## src/rtl/datamem_arbiter_pkg.sv

```systemverilog
// Shared types and helpers for the data-memory arbiter.
package datamem_pkg;

  // Access size encoding carried on pN_size.
  localparam logic [1:0] SZ_BYTE = 2'b00;
  localparam logic [1:0] SZ_HALF = 2'b01;
  localparam logic [1:0] SZ_WORD = 2'b10;

  // Sequencer states: accept, one memory cycle, one response cycle.
  typedef enum logic [1:0] {
    IDLE   = 2'd0,
    ACCESS = 2'd1,
    RESP   = 2'd2
  } state_e;

  // Latched request; the address is held at full memory-bus width.
  typedef struct packed {
    logic        we;
    logic [1:0]  size;
    logic [31:0] addr;
    logic [31:0] wdata;
  } req_t;

  // Alignment / encoding error for a given size and low address bits.
  function automatic logic size_err(input logic [1:0] size, input logic [1:0] lsb);
    logic err;
    case (size)
      SZ_BYTE: err = 1'b0;
      SZ_HALF: err = lsb[0];
      SZ_WORD: err = |lsb;
      default: err = 1'b1;
    endcase
    return err;
  endfunction

  // Bit mask of the lanes a store of this size overwrites.
  function automatic logic [31:0] store_mask(input logic [1:0] size, input logic [1:0] lsb);
    logic [31:0] mask;
    case (size)
      SZ_BYTE: mask = 32'h0000_00FF << {lsb, 3'b000};
      SZ_HALF: mask = 32'h0000_FFFF << {lsb[1], 4'b0000};
      default: mask = 32'hFFFF_FFFF;
    endcase
    return mask;
  endfunction

endpackage

```

## src/rtl/datamem_arbiter_rr_arb2.sv

```systemverilog
// Two-input round-robin grant. The port that did not win last time wins a tie.
module rr_arb2 (
  input  logic       clk,
  input  logic       reset,
  input  logic [1:0] req_i,
  input  logic       update_i,
  output logic [1:0] grant_o,
  output logic       winner_o
);

  logic last_q;
  logic last_d;
  logic winner_s;

  // Pick a winner from the current requests and the last owner.
  always_comb begin
    winner_s = 1'b0;
    grant_o  = 2'b00;
    if (req_i == 2'b11) begin
      winner_s = ~last_q;
    end else begin
      winner_s = req_i[1];
    end
    if (req_i != 2'b00) begin
      grant_o = winner_s ? 2'b10 : 2'b01;
    end else begin
      grant_o = 2'b00;
    end
    if (update_i) begin
      last_d = winner_s;
    end else begin
      last_d = last_q;
    end
  end

  // Remember the last owner; reset to 1 so port 0 wins the first tie.
  always_ff @(posedge clk or posedge reset) begin
    if (reset) begin
      last_q <= 1'b1;
    end else begin
      last_q <= last_d;
    end
  end

  assign winner_o = winner_s;

endmodule

```

## src/rtl/datamem_arbiter.sv

```systemverilog
// Two-port round-robin arbiter and access sequencer for the single-port data
// memory. Sub-word stores are merged into the combinational read word.
module datamem_arbiter
  import datamem_pkg::*;
#(
  parameter int WORDS  = 64,
  parameter int ADDR_W = 32
) (
  input  logic              clk,
  input  logic              reset,
  input  logic              p0_valid,
  output logic              p0_ready,
  input  logic              p0_we,
  input  logic [1:0]        p0_size,
  input  logic [ADDR_W-1:0] p0_addr,
  input  logic [31:0]       p0_wdata,
  output logic              p0_rsp_valid,
  output logic              p0_rsp_err,
  output logic [31:0]       p0_rsp_rdata,
  input  logic              p1_valid,
  output logic              p1_ready,
  input  logic              p1_we,
  input  logic [1:0]        p1_size,
  input  logic [ADDR_W-1:0] p1_addr,
  input  logic [31:0]       p1_wdata,
  output logic              p1_rsp_valid,
  output logic              p1_rsp_err,
  output logic [31:0]       p1_rsp_rdata,
  output logic              mem_we,
  output logic [31:0]       mem_addr,
  output logic [31:0]       mem_wdata,
  input  logic [31:0]       mem_rdata
);

  state_e           state_q, state_d;
  req_t             req_q, req_d;
  logic             owner_q, owner_d;
  logic [1:0]       rsp_valid_q, rsp_valid_d;
  logic [1:0]       rsp_err_q, rsp_err_d;
  logic [1:0][31:0] rsp_rdata_q, rsp_rdata_d;

  logic       accept_s;
  logic [1:0] grant_s;
  logic [1:0] ready_s;
  logic       winner_s;
  logic       err_s;
  logic [31:0] mask_s;
  logic [31:0] merged_s;
  logic        mem_we_s;
  logic [31:0] mem_addr_s;
  logic [31:0] mem_wdata_s;

  rr_arb2 u_rr_arb2 (
    .clk      (clk),
    .reset    (reset),
    .req_i    ({p1_valid, p0_valid}),
    .update_i (accept_s),
    .grant_o  (grant_s),
    .winner_o (winner_s)
  );

  // Error check and read-merge of the latched request against memory data.
  always_comb begin
    err_s    = size_err(req_q.size, req_q.addr[1:0]) |
               (req_q.addr[31:2] >= 30'(WORDS));
    mask_s   = store_mask(req_q.size, req_q.addr[1:0]);
    merged_s = (mem_rdata & ~mask_s) |
               ((req_q.wdata << {req_q.addr[1:0], 3'b000}) & mask_s);
  end

  // Sequencer next state, grant, memory strobes and response capture.
  always_comb begin
    state_d     = state_q;
    req_d       = req_q;
    owner_d     = owner_q;
    rsp_valid_d = 2'b00;
    rsp_err_d   = 2'b00;
    rsp_rdata_d = rsp_rdata_q;
    accept_s    = 1'b0;
    ready_s     = 2'b00;
    mem_we_s    = 1'b0;
    mem_addr_s  = 32'h0000_0000;
    mem_wdata_s = 32'h0000_0000;
    case (state_q)
      IDLE: begin
        // Ready is gated by reset so nothing is granted while it is held.
        if (!reset && (p0_valid || p1_valid)) begin
          accept_s = 1'b1;
          ready_s  = grant_s;
          owner_d  = winner_s;
          if (winner_s) begin
            req_d.we    = p1_we;
            req_d.size  = p1_size;
            req_d.addr  = 32'(p1_addr);
            req_d.wdata = p1_wdata;
          end else begin
            req_d.we    = p0_we;
            req_d.size  = p0_size;
            req_d.addr  = 32'(p0_addr);
            req_d.wdata = p0_wdata;
          end
          state_d = ACCESS;
        end else begin
          state_d = IDLE;
        end
      end
      ACCESS: begin
        mem_addr_s           = req_q.addr;
        rsp_valid_d[owner_q] = 1'b1;
        rsp_err_d[owner_q]   = err_s;
        if (req_q.we && !err_s) begin
          mem_we_s    = 1'b1;
          mem_wdata_s = merged_s;
        end else begin
          mem_we_s    = 1'b0;
        end
        if (!req_q.we && !err_s) begin
          rsp_rdata_d[owner_q] = mem_rdata;
        end else begin
          rsp_rdata_d[owner_q] = 32'h0000_0000;
        end
        state_d = RESP;
      end
      RESP: begin
        state_d = IDLE;
      end
      default: begin
        state_d = IDLE;
      end
    endcase
  end

  // State, latched request and response registers.
  always_ff @(posedge clk or posedge reset) begin
    if (reset) begin
      state_q     <= IDLE;
      req_q       <= '0;
      owner_q     <= 1'b0;
      rsp_valid_q <= 2'b00;
      rsp_err_q   <= 2'b00;
      rsp_rdata_q <= '0;
    end else begin
      state_q     <= state_d;
      req_q       <= req_d;
      owner_q     <= owner_d;
      rsp_valid_q <= rsp_valid_d;
      rsp_err_q   <= rsp_err_d;
      rsp_rdata_q <= rsp_rdata_d;
    end
  end

  assign p0_ready     = ready_s[0];
  assign p1_ready     = ready_s[1];
  assign p0_rsp_valid = rsp_valid_q[0];
  assign p1_rsp_valid = rsp_valid_q[1];
  assign p0_rsp_err   = rsp_err_q[0];
  assign p1_rsp_err   = rsp_err_q[1];
  assign p0_rsp_rdata = rsp_rdata_q[0];
  assign p1_rsp_rdata = rsp_rdata_q[1];
  assign mem_we       = mem_we_s;
  assign mem_addr     = mem_addr_s;
  assign mem_wdata    = mem_wdata_s;

endmodule

```

## config.mk

```make
export PLATFORM = sky130hd
export DESIGN_NAME = datamem_arbiter
export DESIGN_NICKNAME = d
export VERILOG_FILES = /design/src/rtl/datamem_arbiter_pkg.sv /design/src/rtl/datamem_arbiter_rr_arb2.sv /design/src/rtl/datamem_arbiter.sv
export SDC_FILE = /design/constraint.sdc
export NUM_CORES = 1
export LEC_CHECK = 0
export ABC_AREA = 1
export CAP_MARGIN = 40
export CORE_MARGIN = 5
export CORE_UTILIZATION = 45
export DETAILED_ROUTE_END_ITERATION = 8
export PLACE_DENSITY = 0.8
export SLEW_MARGIN = 25
export SYNTH_ARGS = -nofsm -noshare
export SYNTH_HDL_FRONTEND = slang
export SYNTH_SLANG_ARGS = --single-unit
```

## constraint.sdc

```tcl
create_clock -name clk -period 7.15 [get_ports clk]
set_input_delay 1.0725 -clock clk [delete_from_list [all_inputs] [get_ports clk]]
set_output_delay 1.0725 -clock clk [all_outputs]
set_load 0.01 [all_outputs]
```

==> Word level (Yosys, flattened, before mapping) <==
Index checks and enable logic that the tools add are counted.
{ "op_classes": {"n_lt_le_gt_ge": 3, "eq_ne": 4, "n_shift": 3, "mux": 25, "bitwise_logic": 9, "n_reduce_logical": 13} }
{ "ops": {"columns": ["cell", "count"], "rows": [
  ["$mux W32", 4],
  ["$mux W67", 1],
  ["$and A32 B32 Y32", 2],
  ["$and A64 B64 Y64", 1],
  ["$bwmux W64", 1],
  ["$mux W64", 1],
  ["$not A64 Y64", 1],
  ["$pmux W32 S2", 1],
  ["$demux W32 S1", 1],
  ["$not A32 Y32", 1],
  ["$or A32 B32 Y32", 1],
  ["$shl A16 B5 Y32 const A", 1],
  ["$shl A32 B5 Y32", 1],
  ["$shl A8 B5 Y32 const A", 1],
  ["$ge A30 B7 Y1 const B", 1],
  ["$mux W2", 6],
  ["$mux W1", 7],
  ["$eq A2 B1 Y1 const B", 2],
  ["$eq A2 B2 Y1 const B", 2],
  ["$logic_and A1 B1 Y1", 4],
  ["$logic_not A2 Y1", 2],
  ["$pmux W2 S2", 1],
  ["$logic_not A1 Y1", 3],
  ["$pmux W1 S3", 1],
  ["other kinds (10)", 10]
]} }
{ "word_totals": {"ff_bits": 139, "output_inout_bits": 135, "elab_cells": 68} }

==> Longest topological paths before layout <==
{ "logic_depth": {"word_depth": 7, "ltp_mapped": 12, "depth_no_buf": 10} }

==> Cells and area by module <==
From an unflattened synthesis, not the netlist that was laid out.
{ "unflattened": {"hier_cells": 1397, "area_unflattened_um2": 8901.0} }
{ "modules_own_cells": {"columns": ["module", "instances", "cells_per_inst", "area_each_um2", "seq_area_each_um2"], "rows": [
  ["datamem_arbiter", 1, 1386, 8829.7, 3453.3],
  ["rr_arb2", 1, 11, 71.3, 26.3]
]} }

==> Worst setup path before layout <==
Ideal clock, no wire load.
{ "synth_timing": {"path_type": "input to output", "start": "input port reset", "end": "output port p1_ready", "t_arrival_ns": 5.094, "setup_slack_ns": 0.984, "stages": 7, "n_path_buf": 2, "path_cell_list": "inv_1 -> nand3_1 -> nor2_1 -> nand2_1 -> inv_2 -> buf_2 -> buf_2"} }
{ "synth_via": {"elab_chain_len": 4} }
{ "synth_rtl": {"columns": ["item", "line", "source"], "rows": [
  ["from (decl)", "datamem_arbiter.sv:10", "input logic reset,"],
  ["$logic_not A1 Y1 (no line)", null, null],
  ["$logic_and A1 B1 Y1", "datamem_arbiter.sv:87", "if (!reset && (p0_valid || p1_valid)) begin"],
  ["$mux W2", "datamem_arbiter.sv:87", null],
  ["$mux W2", "datamem_arbiter.sv:84", "case (state_q)"],
  ["to (decl)", "datamem_arbiter.sv:21", "output logic p1_ready,"]
]} }
No other way between the ends.

==> Worst setup path in the final report <==
Same ends and word-level chain as after synthesis.

==> impl_metrics.json <==
{
  "outcome": "completed",
  "io_buffers": 304,
  "ys_seq_area_share_pct": 39.92,
  "cts_made_buffers": 17,
  "yosys_warnings": 0,
  "crit_chain": "clkdlybuf4s50_1, inv_6, nand3_1, nor2_4, nand2_1, inv_2, clkdlybuf4s50_1",
  "synthArstFlopShare_pct": 100.0,
  "cts_setup_buffers": 0,
  "vias_per_cell": 5.177,
  "grt_pass1_vias": 9073,
  "placed_cell_area_um2": 11810,
  "fmaxAchievable_mhz": 220.0,
  "cts_tree": "yes",
  "finalWeightedCongestion": 0.9081,
  "multi_input_area_um2": 4283,
  "crit_top_cell": "clkdlybuf4s50_1",
  "hold_viol": 0,
  "clk_pin_slew_ns": 0.06,
  "drc": 0,
  "end_kind": "output port",
  "ys_ff_latch": 139,
  "setup_viol": 0,
  "vias": 9754,
  "power_leakage_nw": 6.134,
  "cp_top_family": "buffers and inverters",
  "critical_path_arrival_ns": 3.47,
  "critPathLaunchType": "input pin",
  "dp.cells": 1851,
  "synth_cell_types": 27,
  "ioPinCount": 305,
  "worstHoldPathType": "reg -> reg",
  "avgSynthCellArea_um2": 6.447,
  "initial_utilization_pct": 45.23,
  "design.core.area_um2": 19270,
  "clk_latency_ns": 0.43,
  "path_buf_inv": 4,
  "regArea_um2": 3483,
  "grt_max_degree": 79,
  "fin_skew_ns": 0.008119,
  "wirelength_um": 32310,
  "maxCapViolations": 0,
  "slowest_delay_ns": 0.53,
  "period_share_pct": 63.59,
  "power_density_nw_per_um2": 237.4,
  "crit_slowest_cell": "inv_6",
  "drive_gt1_share_pct": 3.953,
  "antenna_found_initial": 1,
  "htreeDepth": 4,
  "synthesis.area_um2": 8716,
  "final_area_um2": 12450,
  "slew_headroom_pct": 51.26,
  "netlist_instances": 1352,
  "die_height_um": 149.2,
  "cts_buffer_depth": 2,
  "setup_tns_ns": 0,
  "final_nets": 1776,
  "stdcell_count": 1884,
  "path_class": "in -> out",
  "grt-ovfl-total": 0,
  "syn_nets": 1522,
  "rsz0062_at_grt": "no",
  "dr.pass1.iters": 7,
  "areaGrowthSynthToFinish_pct": 42.82,
  "fin_crit_ns": 4.546,
  "grt_pass1_wl_um": 49020,
  "wire_per_inst_um": 17.15,
  "utilization_pct": 64.60,
  "cts_root_buf": "clkbuf_16",
  "die_w_um": 149.2,
  "cp.required_ns": 6.08,
  "tightest_slew_ns": 0.7311,
  "synth_flop_cell": "dfrtp_1",
  "cts_resized": 0,
  "drtIter0Drc": 963,
  "cts_hold_buf": 0,
  "path_max_fanout": 78,
  "rows": 51,
  "dp_hpwl_um": 23380,
  "track_usage_pct": 28.24,
  "slew_viol_final": 0,
  "diodes": 0,
  "whs_ns": 0.4944,
  "fill_cells": 1718,
  "synth_edf_count": 0,
  "ant_nets": 0,
  "peakVddDrop_v": 0.0002071,
  "clkSinkCount": 139,
  "dieArea_um2": 22250
}
[kinds of logic after synthesis]
family / synth area share, %
AND/OR/NAND/NOR: 41.85
AO/OA/AOI/OAI: 7.207
buffers and inverters: 11.03
flip-flops: 39.92
[area by class of cell]
cell class | count | area share [%]
multi-input cells | 990 | 34.41
clock inverters | 15 | 1.498
repair buffers | 318 | 25.77
inverters | 140 | 4.262
flip-flops and latches | 139 | 27.98
well taps | 265 | 2.664
clock buffers | 17 | 3.417
[routing by layer]
| layer | up-vias | GRT usage, % | share of wire (%) |
|---|---|---|---|
| met2 | 493 | 45.89 | 48 |
| met5 | - | 0 | 0.025 |
| met4 | 2 | 12.27 | 3.8 |
| met3 | 70 | 6.867 | 9.1 |
| met1 | 4533 | 35.93 | 39 |
| li1 | 4656 | - | - |
[final timing paths]
kind                                   from                to  slack (ns)  cells past startpoint
min                        u_rr_arb2.last_q  u_rr_arb2.last_q        0.49                      2
max                                   reset          p1_ready        2.60                      7
max reg2reg                       req_q[32]  p1_rsp_rdata[21]        3.78                     11
min reg2reg                u_rr_arb2.last_q  u_rr_arb2.last_q        0.49                      2
min in group asynchronous             reset   p1_rsp_rdata[8]        1.14                      2
max in group asynchronous             reset  u_rr_arb2.last_q        4.95                      4
[per-stage QoR]
step,worst slack [ns],total power [mW]
2_1_floorplan,0.9839,1.593
3_3_place_gp,2.580,1.998
3_5_place_dp,2.557,2.017
4_1_cts,2.543,2.946
5_1_grt,2.379,3.104
6_report,2.604,2.955
[sequential cells by signal, summed over array words and instances, names as in the netlist]
| signal | flops |
|---|---|
| req_q | 67 |
| u_rr_arb2.last_q | 1 |
| owner_q | 1 |
| p0_rsp_rdata | 32 |
| rsp_valid_q | 2 |
| state_q | 2 |
| rsp_err_q | 2 |
| p1_rsp_rdata | 32 |
[where the power goes]
group          switching (mW)  total (mW)  internal (mW)
registers               0.113        1.04          0.922
logic                   0.608       0.990          0.382
clock network           0.376       0.930          0.554
[cells in the mapped netlist (9+ instances only)]
cell | count | area, um2
nor2_1 | 146 | 548.0
o211ai_1 | 37 | 277.8
o21ai_0 | 20 | 100.1
buf_6 | 9 | 101.4
dfrtp_1 | 138 | 3453
inv_1 | 133 | 499.2
nand3_1 | 57 | 285.3
clkbuf_1 | 42 | 157.7
nand2_1 | 637 | 2391
buf_2 | 21 | 105.1
nand3b_1 | 45 | 337.8
[worst reg2reg max path: stages (launching register included)]
cell	delay (ns)
dfrtp_1	0.62
nor2_8	0.28
nand2_2	0.06
nand2_1	0.07
nand2_2	0.06
nor2_4	0.10
buf_4	0.57
nand3_1	0.18
nand2_2	0.59
inv_2	0.48
nand2_1	0.18
nand2_1	0.06
[layout by cell type, fill, tap and decap left out, drive strengths merged]
master / n
a31oi: 7
dfrtp: 138
o21ai: 20
a21oi: 7
clkbuf: 17
nand3b: 45
buf: 14
nand2: 642
clkinv: 5
a22oi: 8
dfstp: 1
o221ai: 7
bufinv: 3
o22ai: 8
nor2: 149
clkinvlp: 4
or2: 1
nor3: 2
o211ai: 37
inv: 143
nand3: 57
clkdlybuf4s50: 304
(Power assumes the default switching activity.)
==> patch 1, RTL diff (same flow settings) <==
Set the parameter `ADDR_W` to 28 (it was 32).
--- a/src/rtl/datamem_arbiter.sv
+++ b/src/rtl/datamem_arbiter.sv
@@ -6,3 +6,3 @@
   parameter int WORDS  = 64,
-  parameter int ADDR_W = 32
+  parameter int ADDR_W = 28
 ) (
Interface: changed (resized p0_addr and p1_addr); port bits go from 305 to 297. The function was not compared with the original's and may differ.
==> patch 1 against the original RTL <==
  * Wire length fell by 4.3%
  * Final area is 3.6% lower
  * Power down 4.5%
  * Setup slack worse by 0.67 ns
  * Sequential cell count fell by 4
  * Area after synthesis fell by 2.3%
  * Count of clock-buffer cells in the layout stayed put
  * Synthesized cell count fell by 3.0%
  * Critical endpoint is now mem_wdata[7]
  * Largest cell class unchanged
==> patch 1: results (changes against the original RTL) <==
Worst setup path
  – FF-to-FF End: p0_rsp_rdata[19]
  – Worst r2r src: req_q[33]
  – Max incr delay on CP: 0.72 ns (+0.19 ns)
  – Worst R2R Setup Slack: 3.53 ns (-0.25 ns)
  – WP data arrival: 4.14 ns (+0.67 ns)
  – CP max FO: 70 (-10%)
  – Slowest-stage cell, CP: nand3_2

Finish
  – Antenna Cells: 0 (unchanged)
  – Net count, final: 1712 (-3.6%)
  – Share of cells above drive strength 1: 4.031% (+0.078 points)
  – Max reg flops: 63 (-6.0%)
  – Cell Count, Final, Fillers Out: 1797 (-4.6%)

Placed design
  – I/O Buffers: 292 (-3.9%)
  – Post-DP Area: 11420 µm² (-3.3%)
  – Post-DP HPWL: 22620 µm (-3.2%)
  – Placer congestion estimate: 0.9471 (+4.3%)
  – DP Worst Slack: 2.269 ns (-0.2877 ns)

GRT
  – Vias in the first global route: 8651 (-4.7%)
  – First-pass GRT wire length: 47650 µm (-2.8%)
  – Global Route Usage Sum: 27.74% (-0.50 points)
  – Pin count of the biggest net entering global routing: 83 (+5.1%)
  – Antenna violations before repair: 0 (-1)

Timing
  – Fin Hold WS: 0.4854 ns (-0.009024 ns)
  – Rel. slew slack: 44.06% (-7.2 points)
  – Worst Skew: 0.008296 ns (+0.0001772 ns)
  – Final Critical Period: 5.214 ns (+0.6676 ns)

Detailed routing
  – DR vias/cell: 5.123 (-1.0%)
  – Initial DRC count: 704 (-27%)
  – Pre-antenna DRT Iters: 6 (-1)
  – Routed wire length per instance: 17.21 µm (+0.36%)

Pwr
  – Peak VDD IR: 153.2 µV (-26%)
  – Leakage Power: 5.864 nW (-4.4%)

Yosys
  – Netlist cell types: 29 (+7.4%)
  – Commonest cells post-synth: 591 x nand2_1, 136 x inv_1, 134 x dfrtp_1
  – Synth top area cells: dfrtp_1 39%, nand2_1 26%, inv_1 6.0%, nor2_1 5.7%, o211ai_1 4.4%
  – Register area share after synthesis: 39.69% (-0.24 points)
  – Post-synthesis cell count: 1312 (-3.0%)

Clock network
  – Post-CTS setup buffers: 0 (unchanged)
  – Clk buf depth: 2 (unchanged)
  – Worst skew pair latency: 0.42 ns

Status
  – Status: complete, no violations
patch 1: cell count changes after synthesis, moves of 7 or more:
cell	unedited run	this run
nor2_1	146	130
nand2_1	637	591
nand3_1	57	40
o211ai_1	37	50
o21ai_0	20	48
o221ai_1	7	0
patch 1: per-layer routing:
metal	part of all wire [%]	wire, µm	GRT usage [%]	vias to the layer above
met5	0	0	0	-
met4	2.7	841	8.807	0
met3	8.7	2687	7.511	49
met2	48	14870	45.56	389
met1	41	12530	35.80	4265
li1	-	-	-	4503
patch 1: worst max path at each step:
| stage | start | endpoint | cells past startpoint |
|---|---|---|---|
| finish | req_q[33] | mem_wdata[7] | 9 |
| global route | req_q[33] | mem_wdata[7] | 9 |
| CTS | req_q[33] | mem_wdata[7] | 9 |
| detailed placement | reset | p1_ready | 8 |
| global placement | reset | p1_ready | 8 |
| floorplan | reset | p1_ready | 6 |
patch 1: power breakdown:
| group | switching, mW | internal [mW] | total [mW] | leakage, nW |
|---|---|---|---|---|
| clock | 0.360 | 0.513 | 0.873 | 0.267 |
| sequential | 0.119 | 0.893 | 1.01 | 1.77 |
| combinational | 0.577 | 0.358 | 0.935 | 3.82 |
patch 1: area by class of cell:
| class | instances | area, µm² |
|---|---|---|
| clock inverter | 15 | 155.1 |
| sequential | 135 | 3383 |
| tap | 234 | 292.8 |
| clock buffer | 17 | 425.4 |
| inverter | 142 | 540.5 |
| timing repair buffer | 303 | 3025 |
| fill | 1684 | 6646 |
| multi-input combinational | 951 | 4174 |
patch 1: cells by family (layout without fill, tap and decap cells):
family / after synthesis / count (layout) / synth area share, %
other cells: 1 / 4 / 0.04404
flops: 135 / 135 / 39.69
compound gates: 125 / 125 / 9.198
buf+inv: 229 / 477 / 11.52
simple gates: 822 / 822 / 39.55
==> patch 2, RTL diff (config.mk and constraints unchanged) <==
Without the edit above. Encoding of `state_e`: now one-hot (3 bits for 3 states).
--- a/src/rtl/datamem_arbiter_pkg.sv
+++ b/src/rtl/datamem_arbiter_pkg.sv
@@ -9,6 +9,6 @@
   // Sequencer states: accept, one memory cycle, one response cycle.
-  typedef enum logic [1:0] {
-    IDLE   = 2'd0,
-    ACCESS = 2'd1,
-    RESP   = 2'd2
+  typedef enum logic [2:0] {
+    IDLE   = 3'b001,
+    ACCESS = 3'b010,
+    RESP   = 3'b100
   } state_e;
Function: same outputs for any inputs over 4 cycles, from zero or initial values and one cycle with reset high; so few cycles prove little.
==> patch 2 against the original RTL <==
  * Setup slack got worse by 0.78 ns
  * Maximum frequency shrank 15%
  * Global-route usage rose by 0.72 points
  * Area after synthesis down 0.43%
  * Sequential cell count up 1
  * Largest cell class unchanged
  * Count of clock-buffer cells in the layout up 2
  * Wire length grew 0.94%
  * Final area down 0.63%
  * Power is 39% higher
==> patch 2: results (changes against the original RTL) <==
GRT
  – Global Route Usage Sum: 28.96% (+0.72 points)
  – Met2 Track Usage GR: 48.22% (+2.3 points)
  – Vias in the first global route: 9214 (+1.6%)
  – First-pass GRT wire length: 50080 µm (+2.2%)
  – Pin count of the biggest net entering global routing: 74 (-6.3%)
  – Grt met3 use: 7.110% (+0.24 points)
  – M1 GR Usage: 36.28% (+0.35 points)

Clock network
  – Root Driver: clkbuf_16
  – Clk buf depth: 2 (unchanged)
  – Post-cts resize count: 0 (unchanged)
  – CTS H-tree depth: 4 (unchanged)

Finish
  – Net count, final: 1764 (-0.68%)
  – Max reg flops: 67 (unchanged)
  – Final design utilization: 65.69% (+1.1 points)
  – FILL cells: 1677 (-2.4%)
  – Share of cells above drive strength 1: 3.863% (-0.090 points)

Placed design
  – Placer congestion estimate: 0.9392 (+3.4%)
  – I/O Buffers: 304 (unchanged)
  – Post-DP Area: 11810 µm² (about the same)
  – Post-DP HPWL: 23990 µm (+2.6%)
  – DP Worst Slack: 2.124 ns (-0.4328 ns)

Worst setup path
  – Kind of critical path: reg2out
  – CP max FO: 70 (-10%)
  – Worst setup endpoint: mem_wdata[9]
  – FF-to-FF End: p1_rsp_rdata[10]
  – WP data arrival: 4.26 ns (+0.79 ns)
  – Worst R2R Setup Slack: 3.70 ns (-0.08 ns)
  – Max incr delay on CP: 0.76 ns (+0.23 ns)
  – Slowest-stage cell, CP: nand3_1
  – Worst r2r src: req_q[32]
  – FF-to-FF path depth: 11 (unchanged)

Pwr
  – Combinational power: 1.88 mW (+90%)
  – Sw frac: 42.33% (+5.2 points)
  – Overall power: 4.120 mW (+39%)
  – Peak VDD IR: 223.3 µV (+7.8%)
  – Leakage Power: 6.074 nW (-0.99%)
  – Clock share of power: 20.3% (-11 points)

Yosys
  – Synth top area cells: dfrtp_1 40%, nand2_1 27%, nor2_1 5.8%, inv_1 5.6%, nand3b_1 4.3%
  – Post-Syn Nets: 1508 (-0.92%)
  – Register area share after synthesis: 40.40% (+0.48 points)
  – Predominant post-synthesis flop cell: dfrtp_1
  – Netlist cell types: 27 (unchanged)
  – Commonest cells post-synth: 627 x nand2_1, 138 x dfrtp_1, 134 x nor2_1

Detailed routing
  – Final wirelength: 32610 µm (+0.94%)
  – Pre-antenna DRT Iters: 6 (-1)
  – Routed vias: 9699 (-0.56%)
  – Initial DRC count: 932 (-3.2%)

Hold path
  – Worst min-delay path category: reg2reg
  – Hold Path Stages: 2 (unchanged)

Timing
  – Rel. slew slack: 47.87% (-3.4 points)
  – Final Critical Period: 5.330 ns (+0.7833 ns)
  – Worst Skew: 0.007563 ns (-0.0005564 ns)

Status
  – Status: complete, no violations
[patch 2: per-layer routing]
| layer | wire length (µm) | part of all wire, % | vias up |
|---|---|---|---|
| met5 | 0 | 0 | - |
| met4 | 1224 | 3.8 | 0 |
| met3 | 3460 | 11 | 73 |
| met2 | 15640 | 48 | 500 |
| met1 | 12290 | 38 | 4486 |
| li1 | - | - | 4640 |
[patch 2: final cells by class]
| class | count | share of cell area [%] |
|---|---|---|
| Antenna cell | 1 | 0.02023 |
| Clock buffer | 19 | 3.581 |
| Clock inverter | 11 | 0.7991 |
| Inverter | 135 | 4.137 |
| Multi-Input combinational cell | 980 | 34.50 |
| Sequential cell | 140 | 28.37 |
| Tap cell | 260 | 2.630 |
| Timing Repair Buffer | 320 | 25.96 |
[patch 2: worst min path at each step]
stage / slack [ns] / to
floorplan: 0.44 / u_rr_arb2.last_q
global placement: 0.46 / u_rr_arb2.last_q
detailed placement: 0.46 / u_rr_arb2.last_q
CTS: 0.46 / u_rr_arb2.last_q
global route: 0.51 / u_rr_arb2.last_q
finish: 0.46 / u_rr_arb2.last_q
[patch 2: metrics by stage]
step / std cells / hold slack (ns)
floorplan: 1338 / 0.4440
global placement: 1830 / 0.4578
detailed placement: 1834 / 0.4554
CTS: 1864 / 0.4644
global route: 1866 / 0.5124
finish: 1866 / 0.4644
[patch 2: kinds of logic (layout without fill, tap and decap cells)]
kind of cell | after synthesis | after routing | share of synthesized area [%]
buf+inv | 218 | 485 | 10.45
mux | 3 | 3 | 0.3460
flops | 140 | 140 | 40.40
compound gates | 97 | 97 | 7.324
other cells | 0 | 1 | 0
simple gates | 880 | 880 | 41.48
[patch 2: worst register-to-register path: cells and delay by family, from the launching register on]
family                 cells  cell delay, ns
AND/OR/NAND/NOR            9            1.69
buffers and inverters      2            1.04
flip-flops                 1            0.58
